### src/rtl/cpu_mem_pkg.sv
// Shared encodings for the CPU memory path: decoded commands, access sizes and the
// load/store unit state, plus the alignment legality rule used by the LSU.
package cpu_mem_pkg;

  typedef enum logic [1:0] {
    OTHER   = 2'b00,
    JMP_CMD = 2'b01,
    ST_CMD  = 2'b10,
    LW_CMD  = 2'b11
  } cmd_e;

  typedef enum logic [1:0] {
    SZ_FULL  = 2'b00,
    SZ_HALF  = 2'b01,
    SZ_BYTE  = 2'b10,
    SZ_UPPER = 2'b11
  } size_e;

  localparam logic SIGN   = 1'b1;
  localparam logic UNSIGN = 1'b0;

  typedef enum logic [1:0] {
    IDLE = 2'b00,
    WAIT = 2'b01,
    DONE = 2'b10
  } lsu_state_e;

  // Full words must be word aligned, halves half aligned; the upper size code is never legal.
  function automatic logic access_legal(size_e size, logic [1:0] addr_lo);
    case (size)
      SZ_FULL: return addr_lo == 2'b00;
      SZ_HALF: return !addr_lo[0];
      SZ_BYTE: return 1'b1;
      default: return 1'b0;
    endcase
  endfunction

endpackage

### src/rtl/cpu_lsu_if.sv
// Single-outstanding req/ack data-memory bus between the LSU (master) and memory (slave).
interface cpu_lsu_if #(
  parameter int AW = 32,
  parameter int DW = 32
);
  logic          mem_req;
  logic          mem_we;
  logic [AW-1:0] mem_addr;
  logic [3:0]    mem_be;
  logic [DW-1:0] mem_wdata;
  logic          mem_ack;
  logic [DW-1:0] mem_rdata;

  modport master (
    output mem_req, mem_we, mem_addr, mem_be, mem_wdata,
    input  mem_ack, mem_rdata
  );

  modport slave (
    input  mem_req, mem_we, mem_addr, mem_be, mem_wdata,
    output mem_ack, mem_rdata
  );
endinterface

### src/rtl/cpu_lsu_align.sv
// Byte-lane logic of the LSU: strobe generation, store data replication and
// load lane selection with sign/zero extension. Purely combinational.
module cpu_lsu_align
  import cpu_mem_pkg::*;
(
  input  size_e       size,
  input  logic [1:0]  addr_lo,
  input  logic        sign,
  input  logic [31:0] wdata,
  input  logic [31:0] rword,
  output logic [3:0]  be,
  output logic [31:0] wdata_rep,
  output logic [31:0] rdata_ext
);

  logic [7:0]  byte_lane;
  logic [15:0] half_lane;
  logic        ext;

  always_comb begin
    // NOTE: every output gets a default first so no path through the case leaves a latch behind.
    be        = 4'b0000;
    wdata_rep = wdata;
    rdata_ext = rword;
    ext       = (sign == SIGN);
    half_lane = addr_lo[1] ? rword[31:16] : rword[15:0];
    byte_lane = rword[7:0];

    case (addr_lo)
      2'b01:   byte_lane = rword[15:8];
      2'b10:   byte_lane = rword[23:16];
      2'b11:   byte_lane = rword[31:24];
      default: byte_lane = rword[7:0];
    endcase

    case (size)
      SZ_BYTE: begin
        be        = 4'b0001 << addr_lo;
        wdata_rep = {4{wdata[7:0]}};
        rdata_ext = {{24{ext & byte_lane[7]}}, byte_lane};
      end
      SZ_HALF: begin
        be        = addr_lo[1] ? 4'b1100 : 4'b0011;
        wdata_rep = {2{wdata[15:0]}};
        rdata_ext = {{16{ext & half_lane[15]}}, half_lane};
      end
      SZ_FULL: be = 4'b1111;
      default: be = 4'b0000;
    endcase
  end

endmodule

### src/rtl/cpu_lsu.sv
// Load/store unit: captures a decoded memory command, runs one req/ack bus access and
// returns extended load data. Define LSU_TIMEOUT_EN to add a WAIT-state watchdog.
module cpu_lsu
  import cpu_mem_pkg::*;
#(
  parameter int AW          = 32,
  parameter int DW          = 32,
  parameter int TIMEOUT_CYC = 255
) (
  input  logic          clk,
  input  logic          rst_n,
  input  logic [1:0]    cmd,
  input  logic [2:0]    sx_cntl,
  input  logic [AW-1:0] addr,
  input  logic [DW-1:0] wdata,
  output logic          stall,
  output logic [DW-1:0] rdata,
  output logic          rdata_vld,
  output logic          lsu_err,
  cpu_lsu_if.master     mem
);

  lsu_state_e    state, state_nxt;
  logic          mem_op, legal, timeout;
  logic          we_q, sign_q, err_q;
  size_e         size_q;
  logic [1:0]    addr_lo_q;
  logic [AW-1:0] addr_q;
  logic [3:0]    be_q;
  logic [DW-1:0] wdata_q;
  size_e         al_size;
  logic [1:0]    al_lo;
  logic [3:0]    al_be;
  logic [DW-1:0] al_wdata, al_rdata;

  assign mem_op = (state == IDLE) && (cmd == LW_CMD || cmd == ST_CMD);
  assign legal  = access_legal(size_e'(sx_cntl[1:0]), addr[1:0]);

  // While idle the lanes follow the incoming command; afterwards they follow the captured access.
  assign al_size = (state == IDLE) ? size_e'(sx_cntl[1:0]) : size_q;
  assign al_lo   = (state == IDLE) ? addr[1:0] : addr_lo_q;

  cpu_lsu_align u_align (
    .size      (al_size),
    .addr_lo   (al_lo),
    .sign      (sign_q),
    .wdata     (wdata),
    .rword     (mem.mem_rdata),
    .be        (al_be),
    .wdata_rep (al_wdata),
    .rdata_ext (al_rdata)
  );

`ifdef LSU_TIMEOUT_EN
  localparam int TW = (TIMEOUT_CYC > 255) ? 16 : 8;
  logic [TW-1:0] wd_cnt;

  // Counter is held at zero outside WAIT, so it starts from zero on every WAIT entry.
  always_ff @(posedge clk) begin
    if (!rst_n)                       wd_cnt <= '0;
    else if (state != WAIT)           wd_cnt <= '0;
    else if (!mem.mem_ack)            wd_cnt <= wd_cnt + 1'b1;
  end

  assign timeout = (state == WAIT) && !mem.mem_ack && (wd_cnt == TW'(TIMEOUT_CYC - 1));
`else
  assign timeout = 1'b0;
`endif

  always_comb begin
    state_nxt = state;
    stall     = 1'b0;
    rdata_vld = 1'b0;
    lsu_err   = 1'b0;
    case (state)
      IDLE: begin
        if (mem_op) begin
          stall     = 1'b1;
          state_nxt = legal ? WAIT : DONE;
        end
      end
      WAIT: begin
        stall = 1'b1;
        if (mem.mem_ack || timeout) state_nxt = DONE;
      end
      DONE: begin
        rdata_vld = !we_q && !err_q;
        lsu_err   = err_q;
        state_nxt = IDLE;
      end
      default: state_nxt = IDLE;
    endcase
  end

  always_ff @(posedge clk) begin
    // NOTE: state and capture registers use non-blocking assignment so every register sees pre-edge values.
    if (!rst_n) begin
      state     <= IDLE;
      we_q      <= 1'b0;
      sign_q    <= 1'b0;
      err_q     <= 1'b0;
      size_q    <= SZ_FULL;
      addr_lo_q <= 2'b00;
      addr_q    <= '0;
      be_q      <= 4'b0000;
      wdata_q   <= '0;
      rdata     <= '0;
    end else begin
      state <= state_nxt;
      if (mem_op) begin
        we_q      <= (cmd == ST_CMD);
        sign_q    <= sx_cntl[2];
        size_q    <= size_e'(sx_cntl[1:0]);
        addr_lo_q <= addr[1:0];
        err_q     <= !legal;
        addr_q    <= {addr[AW-1:2], 2'b00};
        be_q      <= al_be;
        wdata_q   <= al_wdata;
        if (!legal) rdata <= '0;
      end
      if (state == WAIT && mem.mem_ack && !we_q) rdata <= al_rdata;
      if (timeout) begin
        err_q <= 1'b1;
        rdata <= '0;
      end
    end
  end

  assign mem.mem_req   = (state == WAIT);
  assign mem.mem_we    = we_q;
  assign mem.mem_addr  = addr_q;
  assign mem.mem_be    = be_q;
  assign mem.mem_wdata = wdata_q;

endmodule

### src/flat_wrapper.sv
// flat-port wrapper written by rule: the top's interface ports become plain ports
module cpu_lsu_flat import cpu_mem_pkg::*;
#(
  parameter int AW          = 32,
  parameter int DW          = 32,
  parameter int TIMEOUT_CYC = 255
)
  (clk, rst_n, cmd, sx_cntl, addr, wdata, stall, rdata, rdata_vld, lsu_err, mem_mem_req, mem_mem_we, mem_mem_addr, mem_mem_be, mem_mem_wdata, mem_mem_ack, mem_mem_rdata);
  cpu_lsu_if #(.AW(AW), .DW(DW)) mem_i ();
  input  logic clk;
  input  logic rst_n;
  input  logic [1:0] cmd;
  input  logic [2:0] sx_cntl;
  input  logic [AW-1:0] addr;
  input  logic [DW-1:0] wdata;
  output logic stall;
  output logic [DW-1:0] rdata;
  output logic rdata_vld;
  output logic lsu_err;
  output wire logic [$bits(mem_i.mem_req)-1:0] mem_mem_req;
  output wire logic [$bits(mem_i.mem_we)-1:0] mem_mem_we;
  output wire logic [$bits(mem_i.mem_addr)-1:0] mem_mem_addr;
  output wire logic [$bits(mem_i.mem_be)-1:0] mem_mem_be;
  output wire logic [$bits(mem_i.mem_wdata)-1:0] mem_mem_wdata;
  input wire logic [$bits(mem_i.mem_ack)-1:0] mem_mem_ack;
  input wire logic [$bits(mem_i.mem_rdata)-1:0] mem_mem_rdata;
  assign mem_mem_req = mem_i.mem_req;
  assign mem_mem_we = mem_i.mem_we;
  assign mem_mem_addr = mem_i.mem_addr;
  assign mem_mem_be = mem_i.mem_be;
  assign mem_mem_wdata = mem_i.mem_wdata;
  assign mem_i.mem_ack = mem_mem_ack;
  assign mem_i.mem_rdata = mem_mem_rdata;
  cpu_lsu #(.AW(AW), .DW(DW), .TIMEOUT_CYC(TIMEOUT_CYC)) u_core (.clk(clk), .rst_n(rst_n), .cmd(cmd), .sx_cntl(sx_cntl), .addr(addr), .wdata(wdata), .stall(stall), .rdata(rdata), .rdata_vld(rdata_vld), .lsu_err(lsu_err), .mem(mem_i));
endmodule
### config.mk
export PLATFORM = sky130hd
export DESIGN_NAME = cpu_lsu_flat
export DESIGN_NICKNAME = d
export VERILOG_FILES = /design/src/rtl/cpu_mem_pkg.sv /design/src/rtl/cpu_lsu_if.sv /design/src/rtl/cpu_lsu_align.sv /design/src/rtl/cpu_lsu.sv /design/src/flat_wrapper.sv
export SDC_FILE = /design/constraint.sdc
export NUM_CORES = 1
export LEC_CHECK = 0
export ABC_AREA = 1
export ABC_CLOCK_PERIOD_IN_PS = 2200
export BUFFER_PORTS_ARGS = -buffer_cell sky130_fd_sc_hd__buf_2
export CORE_MARGIN = 2
export CORE_UTILIZATION = 43
export DETAILED_ROUTE_END_ITERATION = 7
export GPL_TIMING_DRIVEN = 0
export HOLD_SLACK_MARGIN = 0.08
export PLACE_DENSITY = 0.76
export SLEW_MARGIN = 20
export SYNTH_ARGS = -nofsm -noshare
export SYNTH_HDL_FRONTEND = slang
export SYNTH_SLANG_ARGS = --single-unit
### constraint.sdc
create_clock -name clk -period 2.2 [get_ports clk]
set_clock_uncertainty 0.05 [all_clocks]
set_input_delay 0.11 -clock clk [delete_from_list [all_inputs] [get_ports clk]]
set_output_delay 0.11 -clock clk [all_outputs]
set_load 0.01 [all_outputs]
# Word level (Yosys, flattened, before mapping)
# Index checks and enable logic that the tools add are counted.
word_totals:
  rom_bits: 0
  input_bits: 104
  output_inout_bits: 105
  elab_cells: 63
  register_bits: 107
  mem_bits_rw: 0
  latch_bits: 0
  n_memories: 0
classes:
  reduce_logical: 16
  add_sub_neg: 0
  mul: 0
  muxes: 20
  n_lt_le_gt_ge: 0
  div_mod_pow: 0
  shifts: 1
  bitwise: 2
  eq_ne: 14
op_table:
  columns: ["operator", "n"]
  rows:
  - ["32-bit case mux with 2 select lines", 2]
  - ["32-bit two-way mux", 3]
  - ["8-bit case mux with 3 select lines", 1]
  - ["16-bit two-way mux", 1]
  - ["2-bit == test (second input constant)", 7]
  - ["4-bit case mux with 3 select lines", 1]
  - ["2-bit two-way mux", 5]
  - ["2-bit by 1-bit == test with 1-bit output (second input constant)", 4]
  - ["2-bit zero test", 4]
  - ["1-bit logical AND", 4]
  - ["1-bit zero test", 4]
  - ["4-bit two-way mux", 1]
  - ["2-bit by 1-bit != test with 1-bit output (second input constant)", 2]
  - ["2-bit case mux with 2 select lines", 1]
  - ["2-bit AND reduction", 2]
  - ["1-bit by 2-bit left shift with 4-bit output (first input constant)", 1]
  - ["1-bit two-way mux", 3]
  - ["1-bit case mux with 3 select lines", 1]
  - ["1-bit bitwise AND", 2]
  - ["2-bit != test (second input constant)", 1]
  - ["1-bit case mux with 2 select lines", 1]
  - ["2-bit nonzero test", 1]
  - ["1-bit logical OR", 1]

# Logic depth before layout (Yosys ltp)
# Gate-level depths: netlist (run 1).
logic_depth:
  word_depth: 7
  mapped_depth: 14
  depth_no_buf: 12

# Hierarchy
# Synthesis (run 1) repeated with hierarchy kept, for this count alone.
unflattened:
  hier_cells: 767
  hier_area_um2: 5144.9
by_module_without_submodules:
  columns: ["mod", "cells_per_inst", "seq_area_each_um2", "area_per_inst_um2", "instances"]
  rows:
  - ["cpu_lsu", 495, 2142.1, 3896.2, 1]
  - ["cpu_lsu_align", 272, 0.0, 1248.7, 1]

# Worst setup path after synthesis (run 1)
# No wires, ideal clock.
synth_path:
  path_kind: "reg-to-reg"
  start: "register u_core.state[0]"
  end: "register u_core.wdata_q[22], in the netlist u_core.mem.mem_wdata[22]"
  n_path_buf: 3
  required_ps: 2080
  setup_time_ps: 70
  stages_incl_launch_ff: 12
  period_less_slack_ps: 2318
  arrival_ps: 2198
  setup_slack_ps: -118
  path_cell_list: "dfxtp_1 > inv_2 > nand2_1 > or2_2 > o21ai_0 > ha_1 > clkbuf_1 > clkinv_1 > clkbuf_1 > buf_1 > nand3_1 > a21oi_1"
synth_between:
  elab_chain_cells: 4
  elab_cells_between_ends: 6
  cone_classes: "2 x eq/ne; 2 x mux; 2 x reduce/logical"
synth_rtl:
  columns: ["item", "line", "text"]
  rows:
  - ["from (decl)", "cpu_lsu.sv:23", "lsu_state_e state, state_nxt;"]
  - ["from (signal assigned)", "cpu_lsu.sv:109", "state <= state_nxt;"]
  - ["2-bit zero test (*)", "cpu_lsu.sv:36, cpu_lsu.sv:40", null]
  - ["2-bit two-way mux", "cpu_lsu.sv:40", "assign al_size = (state == IDLE) ? size_e'(sx_cntl[1:0]) : size_q;"]
  - ["2-bit by 1-bit == test with 1-bit output / 2-bit == test (equally long branches)", "cpu_lsu_align.sv:36", "case (size)"]
  - ["32-bit case mux with 2 select lines", "cpu_lsu_align.sv:36", null]
  - ["to (signal assigned)", "cpu_lsu.sv:118", "wdata_q <= al_wdata;"]
  - ["to (decl)", "cpu_lsu.sv:30", "logic [DW-1:0] wdata_q;"]
# Mark *: on every way between the ends. The rest lies on a longest branch, timed or not.
# A chain may end at the register's enable or synchronous reset.

# Worst setup path in the final report (run 1)
layout_path:
  start: "register u_core.state[0]"
  end: "register u_core.wdata_q[24], in the netlist u_core.mem.mem_wdata[24]"
# The elaborated chain is that of the path after synthesis.

==> metrics.txt, run 1 <==
# TYPE chip_impl_metric gauge
chip_impl_metric{name="timing.final.hold_violations",unit=""} 0
chip_impl_metric{name="initial_core_util",unit=""} 0.437
chip_impl_info{name="synth_area_leader_cell",value="sky130_fd_sc_hd__dfxtp_1"} 1
chip_impl_metric{name="power_frac_clock",unit=""} 0.309
chip_impl_metric{name="synthDominantCellAreaShare",unit=""} 0.433
chip_impl_metric{name="vdd_drop_max",unit="mV"} 0.391
chip_impl_metric{name="area_growth_syn_to_layout",unit="%"} 49.2
chip_impl_metric{name="drc",unit=""} 0
chip_impl_info{name="cp-end-kind",value="register"} 1
chip_impl_metric{name="numCtsBuffers",unit=""} 9
chip_impl_info{name="timing.critical_path.cells",value="inv_2 -> nand2_2 -> or2_2 -> o21ai_4 -> ha_2 -> buf_4 -> clkbuf_2 -> a21oi_1 -> a21oi_1"} 1
chip_impl_metric{name="worst_slew_pin_slew",unit="ps"} 573
chip_impl_metric{name="chipHeight",unit="um"} 111
chip_impl_info{name="startpoint_of_the_lowest_slack_hold_path",value="mem_mem_rdata[4]"} 1
chip_impl_metric{name="gr-total-overflow",unit=""} 0
chip_impl_metric{name="synthesis.area_per_instance",unit="um^2"} 6.75
chip_impl_metric{name="synth_sequential_area_ratio",unit=""} 0.433
chip_impl_info{name="start_kind",value="register"} 1
chip_impl_metric{name="viasPerCell",unit=""} 5.24
chip_impl_metric{name="synth.ff_latch_count",unit=""} 107
chip_impl_metric{name="worstPathMaxFanout",unit=""} 10
chip_impl_metric{name="worst_slew_margin_rel",unit=""} 0.618
chip_impl_info{name="cts_tree",value="built"} 1
chip_impl_metric{name="synthesis.instances",unit=""} 733
chip_impl_metric{name="final_max_slew_viol_count",unit=""} 0
chip_impl_info{name="worstReg2RegStart",value="u_core.state[0]$_SDFFE_PN0P_"} 1
chip_impl_metric{name="dp_hpwl",unit="um"} 12400
chip_impl_metric{name="num-nets-final",unit=""} 1134
chip_impl_metric{name="via_count",unit=""} 6159
chip_impl_info{name="holdCritPathClass",value="primary input to register"} 1
chip_impl_metric{name="h-tree-depth",unit=""} 3
chip_impl_metric{name="path_clk_slew",unit="ps"} 80
chip_impl_metric{name="initialDrtViolationCount",unit=""} 684
chip_impl_metric{name="synth.lib_cells_used.distinct",unit=""} 32
chip_impl_metric{name="grt_usage",unit=""} 0.286
chip_impl_metric{name="routed_wire_length_per_instance",unit="um"} 15.7
chip_impl_info{name="hold_path_end",value="u_core.rdata[4]$_SDFFE_PN0P_"} 1
chip_impl_metric{name="rows",unit=""} 39
chip_impl_metric{name="switching_share",unit=""} 0.340
chip_impl_info{name="cts_root_buf",value="sky130_fd_sc_hd__clkbuf_16"} 1
chip_impl_metric{name="fin_hold_ws",unit="ps"} 88.7
chip_impl_metric{name="share_comb_of_total_power",unit=""} 0.297
chip_impl_metric{name="gpl.final_weighted_congestion",unit=""} 0.947
chip_impl_metric{name="drtPass1Iterations",unit=""} 6
chip_impl_metric{name="power.leakage",unit="nW"} 3.60
chip_impl_metric{name="coreArea",unit="mm^2"} 0.0113
chip_impl_info{name="critical_path_class",value="register to register"} 1
chip_impl_metric{name="hold_path_depth",unit=""} 5
chip_impl_metric{name="final_cell_area",unit="mm^2"} 0.00738
chip_impl_metric{name="slowest_delay",unit="ps"} 370
chip_impl_metric{name="largest_net_degree_at_the_start_of_global_routing",unit=""} 20
chip_impl_metric{name="power_density",unit="mW/mm^2"} 747
chip_impl_info{name="crit_slowest_cell",value="sky130_fd_sc_hd__dfxtp_4"} 1
chip_impl_metric{name="ios",unit=""} 209
chip_impl_metric{name="non_filler_instance_count_after_layout",unit=""} 1175
chip_impl_info{name="status",value="completed"} 1
chip_impl_metric{name="max_frequency",unit="MHz"} 466
chip_impl_info{name="reg2reg_to",value="u_core.mem.mem_wdata[24]$_SDFFE_PN0P_"} 1
chip_impl_metric{name="numPortBuffers",unit=""} 206
chip_impl_info{name="cpMostUsedCell",value="sky130_fd_sc_hd__a21oi_1"} 1
chip_impl_metric{name="post_dp_cell_area",unit="mm^2"} 0.00617
chip_impl_metric{name="drive_above_1_share",unit=""} 0.273
chip_impl_metric{name="mapped_area",unit="mm^2"} 0.00495
chip_impl_metric{name="place.detailed.instances",unit=""} 1083
chip_impl_metric{name="cts.path.max_buffers",unit=""} 2
chip_impl_metric{name="floorplan.die_area",unit="mm^2"} 0.0124
chip_impl_metric{name="timing.final.crit_share",unit=""} 0.975
chip_impl_metric{name="power_frac_seq",unit=""} 0.394
chip_impl_metric{name="grt_pass1_vias",unit=""} 5764
chip_impl_info{name="ys_top_cells_by_area",value="sky130_fd_sc_hd__dfxtp_1 (43%), sky130_fd_sc_hd__nand2_1 (11%), sky130_fd_sc_hd__a21oi_1 (11%)"} 1
chip_impl_metric{name="p_int",unit="W"} 0.00364
chip_impl_metric{name="power_switching",unit="W"} 0.00188
chip_impl_metric{name="insertion_delay",unit="ps"} 360
chip_impl_metric{name="worstPathArrival",unit="ps"} 2340
chip_impl_metric{name="ant_nets",unit=""} 0
chip_impl_metric{name="register_to_register_path_depth",unit=""} 9
chip_impl_metric{name="min_period",unit="ps"} 2140
chip_impl_info{name="critPathTopFamily",value="buffers and inverters"} 1
chip_impl_metric{name="setup_viol_count_final",unit=""} 0
chip_impl_metric{name="reg2reg_setup_slack",unit="ps"} 60
chip_impl_metric{name="dieWidth",unit="um"} 111
chip_impl_metric{name="grt_antenna_before_repair",unit=""} 0
chip_impl_metric{name="yosys_warns",unit=""} 0
chip_impl_metric{name="detail_route.wirelength",unit="um"} 18400
chip_impl_metric{name="clkSinkCount",unit=""} 107
chip_impl_metric{name="max_cap_violations",unit=""} 0
chip_impl_metric{name="setup_total_negative_slack",unit="ps"} 0
chip_impl_metric{name="critical_path.n_buffers_inverters",unit=""} 3
chip_impl_metric{name="grt_first_pass_wirelength",unit="um"} 28700
chip_impl_metric{name="critical_path_required",unit="ps"} 2400
## per-layer routing
layer,wire length [um],track usage,vias up
met5,0,0,-
met4,839,0.136,0
met3,1780,0.0787,76
met2,8480,0.474,348
met1,7320,0.345,2747
li1,-,-,2988
## synth_stat cells
cell and instances:
sky130_fd_sc_hd__nor2_4 1, sky130_fd_sc_hd__nor3_1 2, sky130_fd_sc_hd__or2_2 1, sky130_fd_sc_hd__o21ai_1 8, sky130_fd_sc_hd__ha_1 4, sky130_fd_sc_hd__a21oi_1 107, sky130_fd_sc_hd__nor4_1 1, sky130_fd_sc_hd__and3_1 1
sky130_fd_sc_hd__nand3_2 1, sky130_fd_sc_hd__nand2_1 149, sky130_fd_sc_hd__o21ai_0 82, sky130_fd_sc_hd__nand3_1 32, sky130_fd_sc_hd__inv_1 36, sky130_fd_sc_hd__clkinv_1 1, sky130_fd_sc_hd__buf_6 1, sky130_fd_sc_hd__o211ai_1 1
sky130_fd_sc_hd__nand2_4 1, sky130_fd_sc_hd__dfxtp_1 107, sky130_fd_sc_hd__nand2_2 1, sky130_fd_sc_hd__nor3_2 1, sky130_fd_sc_hd__o21ai_2 1, sky130_fd_sc_hd__clkbuf_1 41, sky130_fd_sc_hd__inv_2 3, sky130_fd_sc_hd__nand3_4 1
sky130_fd_sc_hd__buf_4 4, sky130_fd_sc_hd__nor2_1 129, sky130_fd_sc_hd__a21oi_2 1, sky130_fd_sc_hd__buf_2 3, sky130_fd_sc_hd__a22o_1 8, sky130_fd_sc_hd__a31oi_1 1, sky130_fd_sc_hd__buf_1 2, sky130_fd_sc_hd__conb_1 1
## power groups by stage
stage | registers [W] | clock network (W) | logic (W)
6_report | 0.00218 | 0.00171 | 0.00164
5_1_grt | 0.00219 | 0.00179 | 0.00180
4_1_cts | 0.00217 | 0.00169 | 0.00150
3_5_place_dp | 0.00221 | 0 | 0.00136
3_3_place_gp | 0.00221 | 0 | 0.00134
2_1_floorplan | 0.00228 | 0 | 0.000786
## area by class of cell
type                    instances  area [um^2]
repair buffers                282         1790
clock inverters                 7         80.1
diodes                          1         2.50
multi-input cells             536         2530
clock buffers                   9          225
well taps                     143          179
plain buffers                  50          278
fillers                       983         3940
flip-flops and latches        107         2150
inverters                      40          154
## worst max path at each step
stage,from,to,slack (ps),depth (start not counted)
after floorplan,u_core.state[1]$_SDFFE_PN0P_,u_core.rdata[5]$_SDFFE_PN0P_,10,12
after global placement,u_core.state[0]$_SDFFE_PN0P_,u_core.mem.mem_wdata[30]$_SDFFE_PN0P_,-620,10
after detailed placement,u_core.state[0]$_SDFFE_PN0P_,u_core.mem.mem_wdata[30]$_SDFFE_PN0P_,-640,10
after CTS,u_core.state[0]$_SDFFE_PN0P_,u_core.rdata[6]$_SDFFE_PN0P_,0.6,14
after global routing,u_core.state[0]$_SDFFE_PN0P_,u_core.mem.mem_wdata[16]$_SDFFE_PN0P_,-20,9
final,u_core.state[0]$_SDFFE_PN0P_,u_core.mem.mem_wdata[24]$_SDFFE_PN0P_,60,9
## per-stage QoR
stage,power [W],util,worst slack [ps]
2_1_floorplan,0.00306,-,12.7
3_3_place_gp,0.00355,0.545,-624
3_5_place_dp,0.00357,0.545,-638
4_1_cts,0.00536,0.637,0.608
5_1_grt,0.00578,0.652,-22.1
6_report,0.00552,0.652,56.0
## cells by family (layout without fill, tap and decap cells)
logic type | Yosys count | count (layout) | synth area share
adder cells (fa/ha/maj) | 4 | 4 | 0.0101
buffers and inverters | 91 | 388 | 0.0743
AO/OA/AOI/OAI | 209 | 209 | 0.220
flip-flops | 107 | 107 | 0.433
AND/OR/NAND/NOR | 321 | 321 | 0.262
other | 1 | 3 | 0.000758
## cell usage in the layout, fill, tap and decap left out, types with 3 or more instances in the layout
cell type                       instances
sky130_fd_sc_hd__clkbuf_1              26
sky130_fd_sc_hd__nor2_1               128
sky130_fd_sc_hd__inv_6                  3
sky130_fd_sc_hd__clkbuf_16             10
sky130_fd_sc_hd__dlygate4sd3_1         69
sky130_fd_sc_hd__buf_4                 13
sky130_fd_sc_hd__nand2_2                3
sky130_fd_sc_hd__nand2_1              145
sky130_fd_sc_hd__nand3_1               31
sky130_fd_sc_hd__inv_1                 35
sky130_fd_sc_hd__a21oi_2                5
sky130_fd_sc_hd__a21oi_1              103
sky130_fd_sc_hd__dfxtp_1              105
sky130_fd_sc_hd__a22o_1                 8
sky130_fd_sc_hd__buf_2                211
sky130_fd_sc_hd__o21ai_0               80
sky130_fd_sc_hd__o21ai_1                9
sky130_fd_sc_hd__clkbuf_2               5
sky130_fd_sc_hd__inv_2                  4
## state kept, by name, summed over array words and instances (netlist names)
| signal | cells |
|---|---|
| u_core.rdata | 32 |
| u_core.state | 2 |
| u_core.size_q | 2 |
| u_core.mem.mem_be | 4 |
| u_core.mem.mem_wdata | 32 |
| u_core.mem.mem_addr | 30 |
| u_core.addr_lo_q | 2 |
| u_core.sign_q | 1 |
| u_core.err_q | 1 |
| u_core.mem.mem_we | 1 |
## repair_timing
item                                    4_1_cts  5_1_grt
hold endpoints to repair                     69        0
gates cloned                                  0        1
hold buffers                                 69        0
resized for setup                            20       47
setup buffers                                 1        5
endpoints found under the setup margin       60       57
pin swaps                                     1        3
## worst min-delay path, stage by stage
cell                      delay, ps
sky130_fd_sc_hd__buf_2           90
sky130_fd_sc_hd__nand2_1         50
sky130_fd_sc_hd__nand2_1         50
sky130_fd_sc_hd__o21ai_1         60
sky130_fd_sc_hd__a21oi_1        100
No activity file was read; power rests on OpenSTA's default activity.
==> inputs of run 2 (changes only) <==
Settings changed: ABC_CLOCK_PERIOD_IN_PS 2200 to 2100, PLACE_DENSITY 0.76 to 0.73, RECOVER_POWER from default to 25.
Clock period 2.2 ns to 2.1 ns, I/O delays scaled along.
==> run 2 against run 1 <==
Power is 1.9% higher. Setup slack better by 13 ps. Register-to-register slack barely moved. Sequential power grew 5%. Non-clock buffer count fell by 2. Largest power group unchanged. Via count is 1.9% lower. Critical endpoint is now u_core.mem.mem_wdata[28]$_SDFFE_PN0P_. Sequential share of layout area rose by 0.45 points.
==> metrics.txt, run 2 (synthesis results as in run 1) <==
# TYPE chip_impl_metric gauge
chip_impl_info{name="status",value="completed"} 1
chip_impl_metric{name="dp_hpwl",unit="um"} 12600
chip_impl_metric{name="vdd_drop_max",unit="mV"} 0.514
chip_impl_metric{name="via_count",unit=""} 6045
chip_impl_metric{name="initial_core_util",unit=""} 0.437
chip_impl_metric{name="max_cap_violations",unit=""} 0
chip_impl_info{name="rsz0062_at_grt",value="true"} 1
chip_impl_metric{name="multi_input_area",unit="mm^2"} 0.00252
chip_impl_metric{name="numPortBuffers",unit=""} 206
chip_impl_metric{name="non_filler_instance_count_after_layout",unit=""} 1172
chip_impl_metric{name="rows",unit=""} 39
chip_impl_info{name="crit_slowest_cell",value="sky130_fd_sc_hd__dfxtp_4"} 1
chip_impl_info{name="final_cell_mix",value="sky130_fd_sc_hd__buf_2 (161), sky130_fd_sc_hd__nand2_1 (144), sky130_fd_sc_hd__nor2_1 (128)"} 1
chip_impl_metric{name="detail_route.wirelength",unit="um"} 18000
chip_impl_metric{name="final_max_slew_viol_count",unit=""} 0
chip_impl_metric{name="min_period",unit="ps"} 2030
chip_impl_metric{name="clkSinkCount",unit=""} 107
chip_impl_metric{name="path_clk_slew",unit="ps"} 80
chip_impl_metric{name="timing.final.crit_share",unit=""} 0.967
chip_impl_metric{name="worst_slew_margin_rel",unit=""} 0.605
chip_impl_metric{name="critical_path_required",unit="ps"} 2290
chip_impl_metric{name="viasPerCell",unit=""} 5.16
chip_impl_info{name="cts_tree",value="built"} 1
chip_impl_metric{name="power.leakage",unit="nW"} 3.38
chip_impl_info{name="critical_path_class",value="register to register"} 1
chip_impl_metric{name="dieWidth",unit="um"} 111
chip_impl_info{name="cp-end-kind",value="register"} 1
chip_impl_metric{name="power_density",unit="mW/mm^2"} 773
chip_impl_metric{name="setup_viol_count_final",unit=""} 0
chip_impl_metric{name="max_frequency",unit="MHz"} 492
chip_impl_metric{name="drtPass1Iterations",unit=""} 5
chip_impl_metric{name="timing.final.hold_violations",unit=""} 0
chip_impl_metric{name="initialDrtViolationCount",unit=""} 413
chip_impl_metric{name="drive_above_1_share",unit=""} 0.221
chip_impl_info{name="cpMostUsedCell",value="sky130_fd_sc_hd__a21oi_1"} 1
chip_impl_metric{name="grt_first_pass_wirelength",unit="um"} 27800
chip_impl_metric{name="gpl.final_weighted_congestion",unit=""} 0.924
chip_impl_metric{name="grt_usage",unit=""} 0.279
chip_impl_metric{name="drc",unit=""} 0
chip_impl_metric{name="num-nets-final",unit=""} 1132
chip_impl_metric{name="insertion_delay",unit="ps"} 360
chip_impl_metric{name="h-tree-depth",unit=""} 3
chip_impl_metric{name="area_growth_syn_to_layout",unit="%"} 47.0
chip_impl_metric{name="ios",unit=""} 209
chip_impl_metric{name="hold_path_depth",unit=""} 5
chip_impl_metric{name="numCtsBuffers",unit=""} 9
chip_impl_info{name="layout.cells.most_common",value="sky130_fd_sc_hd__buf_2"} 1
chip_impl_metric{name="coreArea",unit="mm^2"} 0.0113
chip_impl_info{name="holdCritPathClass",value="primary input to register"} 1
chip_impl_metric{name="regArea",unit="mm^2"} 0.00215
chip_impl_metric{name="final_cell_area",unit="mm^2"} 0.00728
chip_impl_metric{name="grt_pass1_vias",unit=""} 5669
chip_impl_info{name="timing.critical_path.cells",value="nor2_4 -> buf_6 -> o21ai_4 -> ha_4 -> clkinv_2 -> clkbuf_2 -> a21oi_1 -> a21oi_1"} 1
chip_impl_info{name="start_kind",value="register"} 1
chip_impl_metric{name="register_to_register_path_depth",unit=""} 8
chip_impl_metric{name="post_dp_cell_area",unit="mm^2"} 0.00617
chip_impl_metric{name="cts.path.max_buffers",unit=""} 2
chip_impl_metric{name="insertedDiodeCount",unit=""} 0
chip_impl_metric{name="worstPathArrival",unit="ps"} 2220
chip_impl_metric{name="num-fill-cells",unit=""} 1056
chip_impl_info{name="cts_root_buf",value="sky130_fd_sc_hd__clkbuf_16"} 1
chip_impl_metric{name="worstPathMaxFanout",unit=""} 10
chip_impl_metric{name="grt_antenna_before_repair",unit=""} 0
chip_impl_metric{name="ant_nets",unit=""} 0
chip_impl_metric{name="setup_total_negative_slack",unit="ps"} 0
chip_impl_metric{name="finalCoreUtilization",unit=""} 0.643
chip_impl_metric{name="gr-total-overflow",unit=""} 0
chip_impl_metric{name="largest_net_degree_at_the_start_of_global_routing",unit=""} 20
chip_impl_metric{name="place.detailed.instances",unit=""} 1083
chip_impl_metric{name="slowest_delay",unit="ps"} 370
chip_impl_metric{name="routed_wire_length_per_instance",unit="um"} 15.4
chip_impl_metric{name="worst_slew_pin_slew",unit="ps"} 593
chip_impl_metric{name="floorplan.die_area",unit="mm^2"} 0.0124
chip_impl_metric{name="chipHeight",unit="um"} 111
-- run 2: cell count changes in the layout (fill, tap and decap cells not counted), sizes merged --
cell      before  now
bufinv         1    0
diode          1    0
buf          229  178
clkinv         1    3
inv           43   42
clkbuf        43   93
clkinvlp       2    1
-- run 2: through the flow --
stage | total power, W | worst slack [ps] | hold WS (ps)
after floorplan | 0.00322 | 0.520 | 145
after global routing | 0.00592 | -8.94 | 115
after detailed placement | 0.00375 | -502 | 237
final | 0.00562 | 68.9 | 95.2
after global placement | 0.00373 | -472 | 235
after CTS | 0.00560 | 5.52 | 83.7
-- run 2: repair_timing --
| item | 4_1_cts | 5_1_grt |
|---|---|---|
| hold endpoints to repair | 69 | 0 |
| setup buffers | 4 | 0 |
| pin swaps | 1 | 0 |
| gates cloned | 1 | 0 |
| gates resized for setup | 24 | 34 |
| hold buffers | 69 | 0 |
| endpoints found under the setup margin | 60 | 69 |
-- run 2: final timing paths --
path	from	endpoint	slack (ps)
setup / recovery	u_core.state[1]$_SDFFE_PN0P_	u_core.mem.mem_wdata[28]$_SDFFE_PN0P_	70
setup reg to reg	u_core.state[1]$_SDFFE_PN0P_	u_core.mem.mem_wdata[28]$_SDFFE_PN0P_	70
hold / removal	mem_mem_rdata[13]	u_core.rdata[13]$_SDFFE_PN0P_	100
hold reg to reg	u_core.mem.mem_be[1]$_SDFFE_PN0P_	u_core.mem.mem_be[1]$_SDFFE_PN0P_	420
-- run 2: metal layers --
layer / up-vias / GRT usage / share of wire
met2: 301 / 0.466 / 0.46
met4: 0 / 0.104 / 0.033
met3: 48 / 0.0842 / 0.091
li1: 2974 / - / -
met1: 2722 / 0.338 / 0.41
met5: - / 0 / 0
-- run 2: layout make-up --
type                    count  area share
flip-flops and latches    107       0.295
well taps                 143      0.0246
repair buffers            280       0.236
clock inverters             6     0.00791
multi-input cells         536       0.347
inverters                  40      0.0211
plain buffers              50      0.0361
clock buffers              10      0.0328
-- run 2: report_power, final --
group	total (W)	internal [W]	switching (W)	leakage [nW]
combinational	0.00166	0.000643	0.00102	2.35
clock	0.00169	0.000863	0.000822	0.144
sequential	0.00228	0.00219	0.0000875	0.881
total	0.00562	0.00370	0.00193	3.38
-- run 2: worst max-delay path, delay by kind of cell (launching register included) --
kind                     cells  cell delay (ps)
buffers and inverters        3              520
AO/OA/AOI/OAI                3              450
adder cells (fa/ha/maj)      1              350
AND/OR/NAND/NOR              1              160
flip-flops                   1              370
==> inputs of run 3 (changes only) <==
Settings changed: CELL_PAD_IN_SITES_DETAIL_PLACEMENT from default to 0, CELL_PAD_IN_SITES_GLOBAL_PLACEMENT from default to 2, CORE_UTILIZATION 43 to 24, PLACE_DENSITY 0.73 to default, PLACE_DENSITY_LB_ADDON from default to 0.1.
==> run 3 against run 2 <==
Die area rose by 76%. Critical path depth rose by 7. First-iteration DRC count is 52% lower. Sequential power about the same. Register-to-register slack hardly changed. Hold slack got worse by 6.6 ps. Combinational power increased by 4%. Sequential share of layout area fell by 1.2 points. Utilization shrank 27 points. Final cell count is 12% higher. Clock-buffer cell count stayed put.
==> metrics.txt, run 3 (synthesis results as in run 1) <==
# TYPE chip_impl_metric gauge
chip_impl_info{name="rsz0062_at_grt",value="true"} 1
chip_impl_info{name="start_kind",value="register"} 1
chip_impl_metric{name="critical_path.n_buffers_inverters",unit=""} 5
chip_impl_metric{name="grt_usage",unit=""} 0.185
chip_impl_metric{name="routed_wire_length_per_instance",unit="um"} 15.5
chip_impl_info{name="cts_tree",value="built"} 1
chip_impl_metric{name="coreArea",unit="mm^2"} 0.0202
chip_impl_metric{name="dp_hpwl",unit="um"} 15300
chip_impl_metric{name="detail_route.wirelength",unit="um"} 20300
chip_impl_metric{name="max_frequency",unit="MHz"} 493
chip_impl_metric{name="critical_path_required",unit="ps"} 2270
chip_impl_metric{name="gpl.final_weighted_congestion",unit=""} 0.783
chip_impl_metric{name="worstPathArrival",unit="ps"} 2200
chip_impl_info{name="timing.critical_path.cells",value="inv_4 -> nand2_4 -> or2_4 -> o21ai_4 -> inv_2 -> ha_4 -> clkbuf_16 -> nand2_8 -> buf_8 -> buf_4 -> nor2_1 -> nor2_1 -> nand2_1 -> nand2_2 -> a21oi_2"} 1
chip_impl_metric{name="timing.final.crit_share",unit=""} 0.966
chip_impl_metric{name="grt_antenna_before_repair",unit=""} 1
chip_impl_metric{name="final_max_slew_viol_count",unit=""} 0
chip_impl_metric{name="drive_above_1_share",unit=""} 0.233
chip_impl_metric{name="grt_first_pass_wirelength",unit="um"} 31100
chip_impl_metric{name="power.leakage",unit="nW"} 3.46
chip_impl_metric{name="worst_slew_margin_rel",unit=""} 0.571
chip_impl_info{name="critical_path_class",value="register to register"} 1
chip_impl_metric{name="min_period",unit="ps"} 2030
chip_impl_metric{name="clkSinkCount",unit=""} 107
chip_impl_metric{name="power_density",unit="mW/mm^2"} 755
chip_impl_metric{name="final_cell_area",unit="mm^2"} 0.00757
chip_impl_metric{name="ios",unit=""} 209
chip_impl_info{name="layout.cells.most_common",value="sky130_fd_sc_hd__buf_2"} 1
chip_impl_metric{name="insertion_delay",unit="ps"} 360
chip_impl_metric{name="timing.final.hold_violations",unit=""} 0
chip_impl_metric{name="worstPathMaxFanout",unit=""} 4
chip_impl_metric{name="rows",unit=""} 52
chip_impl_info{name="crit_slowest_cell",value="sky130_fd_sc_hd__dfxtp_4"} 1
chip_impl_metric{name="drc",unit=""} 0
chip_impl_metric{name="chipHeight",unit="um"} 148
chip_impl_metric{name="gr-total-overflow",unit=""} 0
chip_impl_info{name="final_cell_mix",value="sky130_fd_sc_hd__buf_2 (162), sky130_fd_sc_hd__nand2_1 (142), sky130_fd_sc_hd__nor2_1 (127)"} 1
chip_impl_metric{name="vdd_drop_max",unit="mV"} 0.452
chip_impl_metric{name="drtPass1Iterations",unit=""} 4
chip_impl_info{name="holdCritPathClass",value="primary input to register"} 1
chip_impl_metric{name="max_cap_violations",unit=""} 0
chip_impl_info{name="cts_root_buf",value="sky130_fd_sc_hd__clkbuf_16"} 1
chip_impl_metric{name="h-tree-depth",unit=""} 3
chip_impl_metric{name="path_clk_slew",unit="ps"} 80
chip_impl_metric{name="initialDrtViolationCount",unit=""} 197
chip_impl_metric{name="floorplan.die_area",unit="mm^2"} 0.0218
chip_impl_metric{name="dieWidth",unit="um"} 148
chip_impl_metric{name="grt_pass1_vias",unit=""} 5694
chip_impl_metric{name="ant_nets",unit=""} 0
chip_impl_metric{name="initial_core_util",unit=""} 0.245
chip_impl_metric{name="post_dp_cell_area",unit="mm^2"} 0.00633
chip_impl_metric{name="worst_slew_pin_slew",unit="ps"} 644
chip_impl_metric{name="num-nets-final",unit=""} 1144
chip_impl_metric{name="setup_viol_count_final",unit=""} 0
chip_impl_metric{name="viasPerCell",unit=""} 4.44
chip_impl_metric{name="largest_net_degree_at_the_start_of_global_routing",unit=""} 19
chip_impl_metric{name="finalCoreUtilization",unit=""} 0.374
chip_impl_metric{name="via_count",unit=""} 5816
chip_impl_info{name="cpMostUsedCell",value="sky130_fd_sc_hd__nor2_1"} 1
chip_impl_metric{name="area_growth_syn_to_layout",unit="%"} 53.0
chip_impl_info{name="cp-end-kind",value="register"} 1
chip_impl_info{name="status",value="completed"} 1
chip_impl_metric{name="cts.path.max_buffers",unit=""} 2
chip_impl_metric{name="numPortBuffers",unit=""} 206
chip_impl_metric{name="numCtsBuffers",unit=""} 9
chip_impl_info{name="critPathTopFamily",value="simple AND/OR/NAND/NOR gates"} 1
chip_impl_metric{name="slowest_delay",unit="ps"} 370
## run 3: worst register-to-register path, stage by stage (launching register included)
cell                        delay (ps)
sky130_fd_sc_hd__dfxtp_4           370
sky130_fd_sc_hd__inv_4              70
sky130_fd_sc_hd__nand2_4            50
sky130_fd_sc_hd__or2_4             230
sky130_fd_sc_hd__o21ai_4            90
sky130_fd_sc_hd__inv_2              80
sky130_fd_sc_hd__ha_4              180
sky130_fd_sc_hd__clkbuf_16         160
sky130_fd_sc_hd__nand2_8            90
sky130_fd_sc_hd__buf_8             110
sky130_fd_sc_hd__buf_4             110
sky130_fd_sc_hd__nor2_1             30
sky130_fd_sc_hd__nor2_1             90
sky130_fd_sc_hd__nand2_1            70
sky130_fd_sc_hd__nand2_2            80
sky130_fd_sc_hd__a21oi_2            50
## run 3: final timing paths
check                                     from                            end  slack, ps  cells after the start
hold / removal               mem_mem_rdata[12]  u_core.rdata[12]$_SDFFE_PN0P_         90                      5
hold reg to reg   u_core.rdata[3]$_SDFFE_PN0P_   u_core.rdata[3]$_SDFFE_PN0P_        410                      2
setup / recovery  u_core.state[0]$_SDFFE_PN0P_  u_core.rdata[11]$_SDFFE_PN0P_         70                     15
setup reg to reg  u_core.state[0]$_SDFFE_PN0P_  u_core.rdata[11]$_SDFFE_PN0P_         70                     15
## run 3: where the power goes
group          total (W)  internal [W]  switching [W]
registers        0.00228       0.00219      0.0000882
logic            0.00173      0.000680        0.00105
clock network    0.00171      0.000853       0.000859
total            0.00572       0.00372        0.00200
## run 3: cell type report
cell class              count  area [um^2]
fillers                  2292        12700
multi-input cells         536         2560
flip-flops and latches    107         2150
repair buffers            292         1810
well taps                 270          338
plain buffers              50          280
clock buffers              10          239
inverters                  40          156
clock inverters             5         46.3
diodes                      1         2.50
## run 3: layer usage
metal | track usage | wire, um | share of wire
met4 | 0.0582 | 362 | 0.018
met3 | 0.0367 | 1060 | 0.052
met5 | 0 | 0 | 0
met2 | 0.305 | 9510 | 0.47
met1 | 0.243 | 9410 | 0.46
## run 3: what timing repair did
item	4_1_cts	5_1_grt
buffers inserted	4	7
hold buffers	74	0
endpoints found under the setup margin	63	71
gates resized for setup	35	37
cloned	1	0
pin swaps	2	4
hold endpoints to repair	73	0
## run 3: through the flow
stage	cells	worst slack, ps	total power [W]	hold slack (ps)	TNS, ps
2_1_floorplan	734	0.520	0.00322	145	0
3_3_place_gp	1210	-671	0.00385	235	-29270
3_5_place_dp	1210	-628	0.00384	233	-27060
4_1_cts	1303	1.49	0.00578	80.7	0
5_1_grt	1310	-57.7	0.00609	118	-250
6_report	1311	71.1	0.00572	88.6	0
